`config.mk`:
```
export PLATFORM = sky130hd
export DESIGN_NAME = sync_fifo_pf
export DESIGN_NICKNAME = d
export VERILOG_FILES = /design/src/rtl/sync_fifo_pkg.sv /design/src/rtl/sync_fifo_mem.sv /design/src/rtl/sync_fifo_pf.sv
export SDC_FILE = /design/constraint.sdc
export NUM_CORES = 2
export LEC_CHECK = 0
export CORE_MARGIN = 4
export CORE_UTILIZATION = 63
export CTS_CLUSTER_SIZE = 12
export DETAILED_ROUTE_END_ITERATION = 8
export PLACE_DENSITY_LB_ADDON = 0.2
export SLEW_MARGIN = 20
export SYNTH_ARGS = -nofsm -noshare
export SYNTH_HDL_FRONTEND = slang
export SYNTH_SLANG_ARGS = --single-unit
```
`constraint.sdc`:
```
create_clock -name clk -period 11.34 [get_ports clk]
set_input_delay 2.268 -clock clk [delete_from_list [all_inputs] [get_ports clk]]
set_output_delay 2.268 -clock clk [all_outputs]
set_load 0.02 [all_outputs]
```
`src/rtl/sync_fifo_pkg.sv`:
```
// Shared types and helpers for the sync_fifo family.
//   fifo_mode_e : read-mode selector (registered read or first-word-fall-through)
//   next_ptr    : pointer increment that wraps at an arbitrary depth
package sync_fifo_pkg;

    typedef enum logic [0:0] {
        FIFO_STD  = 1'b0,
        FIFO_FWFT = 1'b1
    } fifo_mode_e;

    // Wrap by explicit compare so non-power-of-two depths work.
    function automatic logic [31:0] next_ptr(input logic [31:0] ptr, input int unsigned depth);
        return (ptr == depth - 32'd1) ? 32'd0 : ptr + 32'd1;
    endfunction

endpackage

```
`src/rtl/sync_fifo_mem.sv`:
```
// Storage array for sync_fifo_pf: DEPTH x DW, one synchronous write port and one
// asynchronous read port. Contents are never reset.
//   clk_i   : clock, rising edge
//   we_i    : write enable
//   waddr_i : write address
//   wdata_i : write data
//   raddr_i : read address
//   rdata_o : read data, combinational from raddr_i
module sync_fifo_mem #(
    parameter int unsigned AW    = 7,
    parameter int unsigned DW    = 32,
    parameter int unsigned DEPTH = 128
) (
    input  logic          clk_i,
    input  logic          we_i,
    input  logic [AW-1:0] waddr_i,
    input  logic [DW-1:0] wdata_i,
    input  logic [AW-1:0] raddr_i,
    output logic [DW-1:0] rdata_o
);

    logic [DW-1:0] mem_q [DEPTH];

    always_ff @(posedge clk_i) begin
        if (we_i) begin
            mem_q[waddr_i] <= wdata_i;
        end
    end

    assign rdata_o = mem_q[raddr_i];

endmodule

```
`src/rtl/sync_fifo_pf.sv`:
```
// Single-clock FIFO with arbitrary depth, selectable read mode, live fill count,
// programmable almost-full/almost-empty thresholds and sticky error flags.
//   clk, rst_n            : clock and synchronous active-low reset
//   wenable, wdata        : write request and data
//   renable, rdata        : read request (pop) and data
//   full, empty           : count == DEPTH, count == 0
//   almost_full/_empty    : count >= af_thresh, count <= ae_thresh
//   af_thresh, ae_thresh  : quasi-static thresholds
//   count                 : registered fill level, 0..DEPTH
//   clr_err               : clears overflow/underflow (wins over a same-cycle set)
//   overflow, underflow   : sticky write-while-full / read-while-empty
module sync_fifo_pf
    import sync_fifo_pkg::*;
#(
    parameter int unsigned AW    = 7,
    parameter int unsigned DW    = 32,
    parameter int unsigned DEPTH = 128,
    parameter fifo_mode_e  MODE  = FIFO_STD
) (
    input  logic          clk,
    input  logic          rst_n,
    input  logic          wenable,
    input  logic [DW-1:0] wdata,
    output logic          full,
    output logic          almost_full,
    input  logic          renable,
    output logic [DW-1:0] rdata,
    output logic          empty,
    output logic          almost_empty,
    input  logic [AW:0]   af_thresh,
    input  logic [AW:0]   ae_thresh,
    output logic [AW:0]   count,
    input  logic          clr_err,
    output logic          overflow,
    output logic          underflow
);

    localparam logic [AW:0] DepthCnt = (AW + 1)'(DEPTH);

    logic [AW-1:0] wptr_q, wptr_d;
    logic [AW-1:0] rptr_q, rptr_d;
    logic [AW:0]   count_q, count_d;
    logic          overflow_q, overflow_d;
    logic          underflow_q, underflow_d;
    logic          wr_acc, rd_acc, mem_we;
    logic [DW-1:0] mem_rdata;

    // Flags decode the registered count only; no request feeds through.
    assign full         = (count_q == DepthCnt);
    assign empty        = (count_q == '0);
    assign almost_full  = (count_q >= af_thresh);
    assign almost_empty = (count_q <= ae_thresh);
    assign count        = count_q;
    assign overflow     = overflow_q;
    assign underflow    = underflow_q;

    // A read while full does not free a slot for the same-cycle write.
    assign wr_acc = wenable && !full;
    assign rd_acc = renable && !empty;
    assign mem_we = wr_acc && rst_n;

    always_comb begin
        wptr_d      = wptr_q;
        rptr_d      = rptr_q;
        count_d     = count_q;
        overflow_d  = overflow_q;
        underflow_d = underflow_q;

        if (wr_acc) begin
            wptr_d = AW'(next_ptr(32'(wptr_q), DEPTH));
        end
        if (rd_acc) begin
            rptr_d = AW'(next_ptr(32'(rptr_q), DEPTH));
        end

        case ({wr_acc, rd_acc})
            2'b10:   count_d = count_q + 1'b1;
            2'b01:   count_d = count_q - 1'b1;
            default: count_d = count_q;
        endcase

        if (clr_err) begin
            overflow_d  = 1'b0;
            underflow_d = 1'b0;
        end else begin
            if (wenable && full) begin
                overflow_d = 1'b1;
            end
            if (renable && empty) begin
                underflow_d = 1'b1;
            end
        end
    end

    always_ff @(posedge clk) begin
        if (!rst_n) begin
            wptr_q      <= '0;
            rptr_q      <= '0;
            count_q     <= '0;
            overflow_q  <= 1'b0;
            underflow_q <= 1'b0;
        end else begin
            wptr_q      <= wptr_d;
            rptr_q      <= rptr_d;
            count_q     <= count_d;
            overflow_q  <= overflow_d;
            underflow_q <= underflow_d;
        end
    end

    sync_fifo_mem #(
        .AW    (AW),
        .DW    (DW),
        .DEPTH (DEPTH)
    ) u_mem (
        .clk_i   (clk),
        .we_i    (mem_we),
        .waddr_i (wptr_q),
        .wdata_i (wdata),
        .raddr_i (rptr_q),
        .rdata_o (mem_rdata)
    );

    if (MODE == FIFO_FWFT) begin : g_fwft
        // Head word is presented combinationally; zero while nothing is stored.
        assign rdata = empty ? '0 : mem_rdata;
    end else begin : g_std
        logic [DW-1:0] rdata_q, rdata_d;

        always_comb begin
            rdata_d = rdata_q;
            if (rd_acc) begin
                rdata_d = mem_rdata;
            end
        end

        always_ff @(posedge clk) begin
            if (!rst_n) begin
                rdata_q <= '0;
            end else begin
                rdata_q <= rdata_d;
            end
        end

        assign rdata = rdata_q;
    end

endmodule

```
# Word-level counts from Yosys, hierarchy flattened
# Memories as Yosys holds them, arrays and structs flattened. A register that Yosys moved wholly into a read port is not among the register bits.
# Cells that the tools add are included.
# op_classes
addsub	4
order_cmp	2
n_eq_ne	5
mux	5
bitwise_logic	1
n_reduce_logical	11
# op_table
operator	count
case mux 8 bit (2 select lines)	1
adder 7 x 1 -> 7 bit (second input constant)	2
equality test 7 bit (second input constant)	2
two-way mux 7 bit	2
adder 8 x 1 -> 8 bit (second input constant)	1
equality test 8 bit (second input constant)	1
>= comparator 8 bit	1
<= comparator 8 bit	1
logical NOT 8 bit	1
subtractor 8 x 1 -> 8 bit (second input constant)	1
logical AND 1 bit	5
logical NOT 1 bit	3
equality test 2 x 1 -> 1 bit (second input constant)	1
equality test 2 bit (second input constant)	1
two-way mux 1 bit	2
nonzero test 2 bit	1
OR reduction 2 bit	1
inverter 1 bit	1
# word_totals
reg_bits	24
ram_bits	4096
wordCells	34
memories	1
# mem_list
memory	depth	width	read_ports	rd_clocked_by_memory_dff	write_ports	line_no	source
u_mem.mem_q	128	32	1	1	1	sync_fifo_mem.sv:22	logic [DW-1:0] mem_q [DEPTH];

# Longest topological paths before layout
# depth
word_depth	6
ltp_mapped	13
mapped_depth_nobuf	12

# By module
# From an unflattened synthesis, not the netlist that was laid out.
# unflattened
hier_cells	6300
hier_area_um2	158535.8
# modules_own_cells
mod	n_inst	cells_per_inst	area_each_um2	seq_area_each_um2
sync_fifo_mem	1	5958	155635.5	122998.0
sync_fifo_pf	1	342	2900.3	1121.1

# Least setup slack after synthesis
# Ideal clock, no wire load.
# synth_timing
kind	input -> output
startpoint	input af_thresh[0]
endpoint	output almost_full
arrival_time_ns	3.607
required_ns	9.072
path_slack_ns	5.465
cell_stages	7
cell_sequence	ha_1 nand2b_1 a21o_1 a21o_1 a211o_1 a21oi_1 o21ai_0
# synth_via
elab_chain_len	1
# synth_lines
item	line_no	source
from (decl)	sync_fifo_pf.sv:30	input logic [AW:0] af_thresh,
>= comparator 8 bit	sync_fifo_pf.sv:51	assign almost_full = (count_q >= af_thresh);
to (decl)	sync_fifo_pf.sv:25	output logic almost_full,
# Every way passes these cells.

# Worst setup path in the final report
# Ends and elaborated chain as after synthesis.

==> summary.md <==
| Metric | Value |
|---|---|
| Status | `complete, no violations` |
| Hpwl dp | `243600 um` |
| Setup slack, reg-to-reg | `6.16 ns` |
| Reg2Reg Launch Point | `rptr_q[2]` |
| Routed vias/inst | `7.163` |
| Fillers | `14320` |
| CTS Buffer Depth | `4` |
| Die area | `258700 um2` |
| Height of the die | `508.7 um` |
| Layout area overhead | `11.66%` |
| Drt wl/cell | `37.94 um` |
| Post-synthesis async set-or-reset flop share | `0%` |
| Sequential fraction of the synthesis area | `78.60%` |
| Synth top area share | `77.89%` |
| Skew-Pair Late Insertion Delay | `1.01 ns` |
| CTS H-tree lvls | `5` |
| PwrDens | `194.7 nW/um2` |
| Final #Nets | `7644` |
| Setup violations, final | `0` |
| Period utilization | `60.31%` |
| Final hold violation count | `0` |
| Share of layout cells above drive strength 1 | `21.88%` |
| Slowest stage delay, CP | `0.55 ns` |
| Placed inst area | `163300 um2` |
| Core area | `249100 um2` |
| FF-to-FF path depth | `7` |
| CTS tree | `done` |
| Synthesized cell area | `157900 um2` |
| CP Max Fanout | `1` |
| Register bit total from synthesis | `4152` |
| Ys flop type | `edfxtp_1` |
| Initial core utilization | `63.39%` |
| Postcts setup bufs | `0` |
| Register Area | `124100 um2` |
| Worst setup path start | `af_thresh[0]` |
| Worst vdd ir | `0.2180 mV` |
| Gr ovfl total | `0` |
| CP Cell Sequence | `clkdlybuf4s50_1 -> ha_1 -> nand2b_1 -> a21o_1 -> a21o_1 -> a211o_1 -> a21oi_1 -> o21ai_0 -> clkdlybuf4s50_1` |
| Area contributors post-synth | `edfxtp_1 78%, mux4_2 12%, mux2i_1 2.8%, o22ai_1 1.5%, nor2_1 0.72%` |
| Multi-input gate area | `32780 um2` |
| Setup crit start kind | `primary input` |
| LEAKAGE | `52.97 nW` |
| Mean Syn Cell Area | `21.70 um2` |
| Total CTS buffers | `420` |
| Clock slew at reported path FFs | `0.06 ns` |
| Worst Path Required | `9.07 ns` |
| CP endpoint kind | `output port` |
| RSZ-0062 raised after global routing | `false` |
| DR iter-0 viols | `13630` |
| Initial antenna violation count | `35` |
| Clock root cell | `clkbuf_16` |
| Total GRT Usage | `32.66%` |
| Critical Path Sink | `almost_full` |
| Final setup TNS | `0 ns` |
| Row cnt | `183` |
| Final slew viol count | `0` |
| Global-route wire length before repair | `586900 um` |
| Max transition margin | `8.116%` |
| Width of the die | `508.7 um` |
| Final Instance Count excl. Fillers | `11130` |
| Synth warnings | `0` |
| Vias in the first global route | `76390` |
| # DRC | `0` |
| WHS | `0.4689 ns` |
| Slowest cell on the critical path | `clkdlybuf4s50_1` |
| Synth Instances | `7276` |
| Cell variety after synth | `54` |
| Vias | `79720` |
| Placer Congestion | `1.004` |
| Final instance area | `176300 um2` |
| WL final | `422300 um` |
| Synth Net Count | `7355` |
| Hold Crit Class | `reg -> reg` |
| Yosys top cell by area | `edfxtp_1` |
| Placed Cells | `10430` |
| CTS sink count | `4152` |
| Initial DRT Pass Iterations | `8` |
| Largest net degree at the start of global routing | `116` |
| I/O Pins | `99` |
| Fmax | `146.2 MHz` |
| Min Tclk post-route | `6.839 ns` |
| IO buf count | `98` |
| Least-Margin Pin Slew | `1.364 ns` |
| Final ANT Viol Nets | `0` |
| Resized Gates After CTS | `0` |
| Setup CP Type | `in -> out` |
| Post-synth EDFFs | `4096` |
| Reg-to-reg endpoint | `rdata[17]` |
| Maxcap violations | `0` |
| Hold_buf cts | `0` |
| Skew final | `0.06823 ns` |
| Arrival time at the worst endpoint | `4.57 ns` |
-- state kept, by name, indices dropped and copies added (netlist names) --
name,cells
wptr_q,7
underflow,1
overflow,1
count,8
u_mem.mem_q,4096
rptr_q,7
rdata,32
-- cells in the mapped netlist, types with 7 or more instances --
cell type  number
buf_2         131
buf_4          54
nor2_1        304
xor2_1          7
inv_1          24
and2_1         13
o211ai_1       34
mux4_2        834
ha_1           25
edfxtp_1     4096
clkbuf_1      203
nand4_1         8
nand2_1        74
mux2_2         31
buf_1          11
dfxtp_1        56
a21oi_1        41
a221oi_1       62
mux2i_1       446
o2bb2ai_1      31
o21ai_0       110
o22ai_1       383
xnor2_1         8
nor3_1         67
nand3_1        15
buf_6          13
a22oi_1        33
o221ai_1       31
or4_1          33
a31oi_1        31
nor2b_1        13
-- final cells by class --
| cell class | count | share of cell area, % |
|---|---|---|
| diodes | 19 | 0.02697 |
| clock buffers | 557 | 6.348 |
| clock inverters | 80 | 0.3463 |
| inverters | 24 | 0.05109 |
| multi-input cells | 2688 | 18.59 |
| flip-flops and latches | 4152 | 70.40 |
| well taps | 3330 | 2.363 |
| repair buffers | 279 | 1.868 |
-- power by group --
| part | internal (mW) | switching [mW] |
|---|---|---|
| sequential | 16.9 | 0.157 |
| combinational | 1.96 | 2.91 |
| clock | 6.99 | 5.39 |
| total | 25.9 | 8.46 |
-- stage by stage --
stage | setup slack (ns) | util (%) | power, mW
2_1_floorplan | 5.465 | - | 20.41
3_3_place_gp | 4.456 | 65.48 | 22.12
3_5_place_dp | 4.471 | 65.54 | 22.17
4_1_cts | 4.486 | 70.28 | 34.34
5_1_grt | 4.340 | 70.76 | 35.26
6_report | 4.501 | 70.78 | 34.34
-- cell usage in the layout (no fill, tap or decap), types with 25 or more instances in the layout --
| cell type | synthesis | layout |
|---|---|---|
| a31oi_1 | 31 | 31 |
| mux4_2 | 834 | 834 |
| o2bb2ai_1 | 31 | 31 |
| clkinv_1 | 0 | 46 |
| a221oi_1 | 62 | 62 |
| or4_1 | 33 | 33 |
| a22oi_1 | 33 | 33 |
| ha_1 | 25 | 25 |
| dfxtp_1 | 56 | 52 |
| o21ai_0 | 110 | 109 |
| clkdlybuf4s50_1 | 0 | 65 |
| a21oi_1 | 41 | 41 |
| edfxtp_1 | 4096 | 4096 |
| mux2i_1 | 446 | 446 |
| nor2_1 | 304 | 175 |
| o211ai_1 | 34 | 34 |
| nor2_4 | 0 | 128 |
| nand2_1 | 74 | 68 |
| buf_12 | 0 | 28 |
| clkbuf_16 | 0 | 426 |
| mux2_2 | 31 | 31 |
| nor3_1 | 67 | 66 |
| o221ai_1 | 31 | 31 |
| buf_16 | 0 | 34 |
| clkbuf_1 | 203 | 127 |
| o22ai_1 | 383 | 379 |
| buf_4 | 54 | 149 |
-- logic make-up (layout without fill, tap and decap cells) --
group,count (synthesis),in the layout,share of synthesized area (%)
DFF,4152,4152,78.60
muxes,1311,1311,14.94
AOI/OAI and AO/OA,776,776,3.225
and+or+nand+nor,560,560,1.608
buffers and inverters,436,940,1.330
adders and majority gates,26,26,0.2108
xor gates and xnor gates,15,15,0.08320
other,0,19,0
-- worst min-delay path by stage --
stage                     startpoint         to  depth (start not counted)  slack (ns)
after global routing       underflow  underflow                          2        0.52
final                      underflow  underflow                          2        0.47
after global placement     underflow  underflow                          2        0.47
after floorplan            wptr_q[1]  wptr_q[1]                          2        0.52
after CTS                  underflow  underflow                          2        0.48
after detailed placement   underflow  underflow                          2        0.46
-- worst max-delay path, delay by kind of cell --
kind | cells | cell delay (ns)
adder cells (fa/ha/maj) | 1 | 0.28
AO/OA/AOI/OAI | 5 | 0.93
AND/OR/NAND/NOR | 1 | 0.14
buffers and inverters | 2 | 0.96
-- layer usage --
| metal | vias to the layer above | share of wire [%] | global-route usage [%] |
|---|---|---|---|
| met5 | - | 0.013 | 0 |
| met4 | 8 | 5.2 | 14.27 |
| met3 | 916 | 14 | 9.621 |
| met2 | 5879 | 45 | 46.71 |
| met1 | 41630 | 36 | 47.86 |
| li1 | 31280 | - | - |
Power figures use the tool's default switching activity.
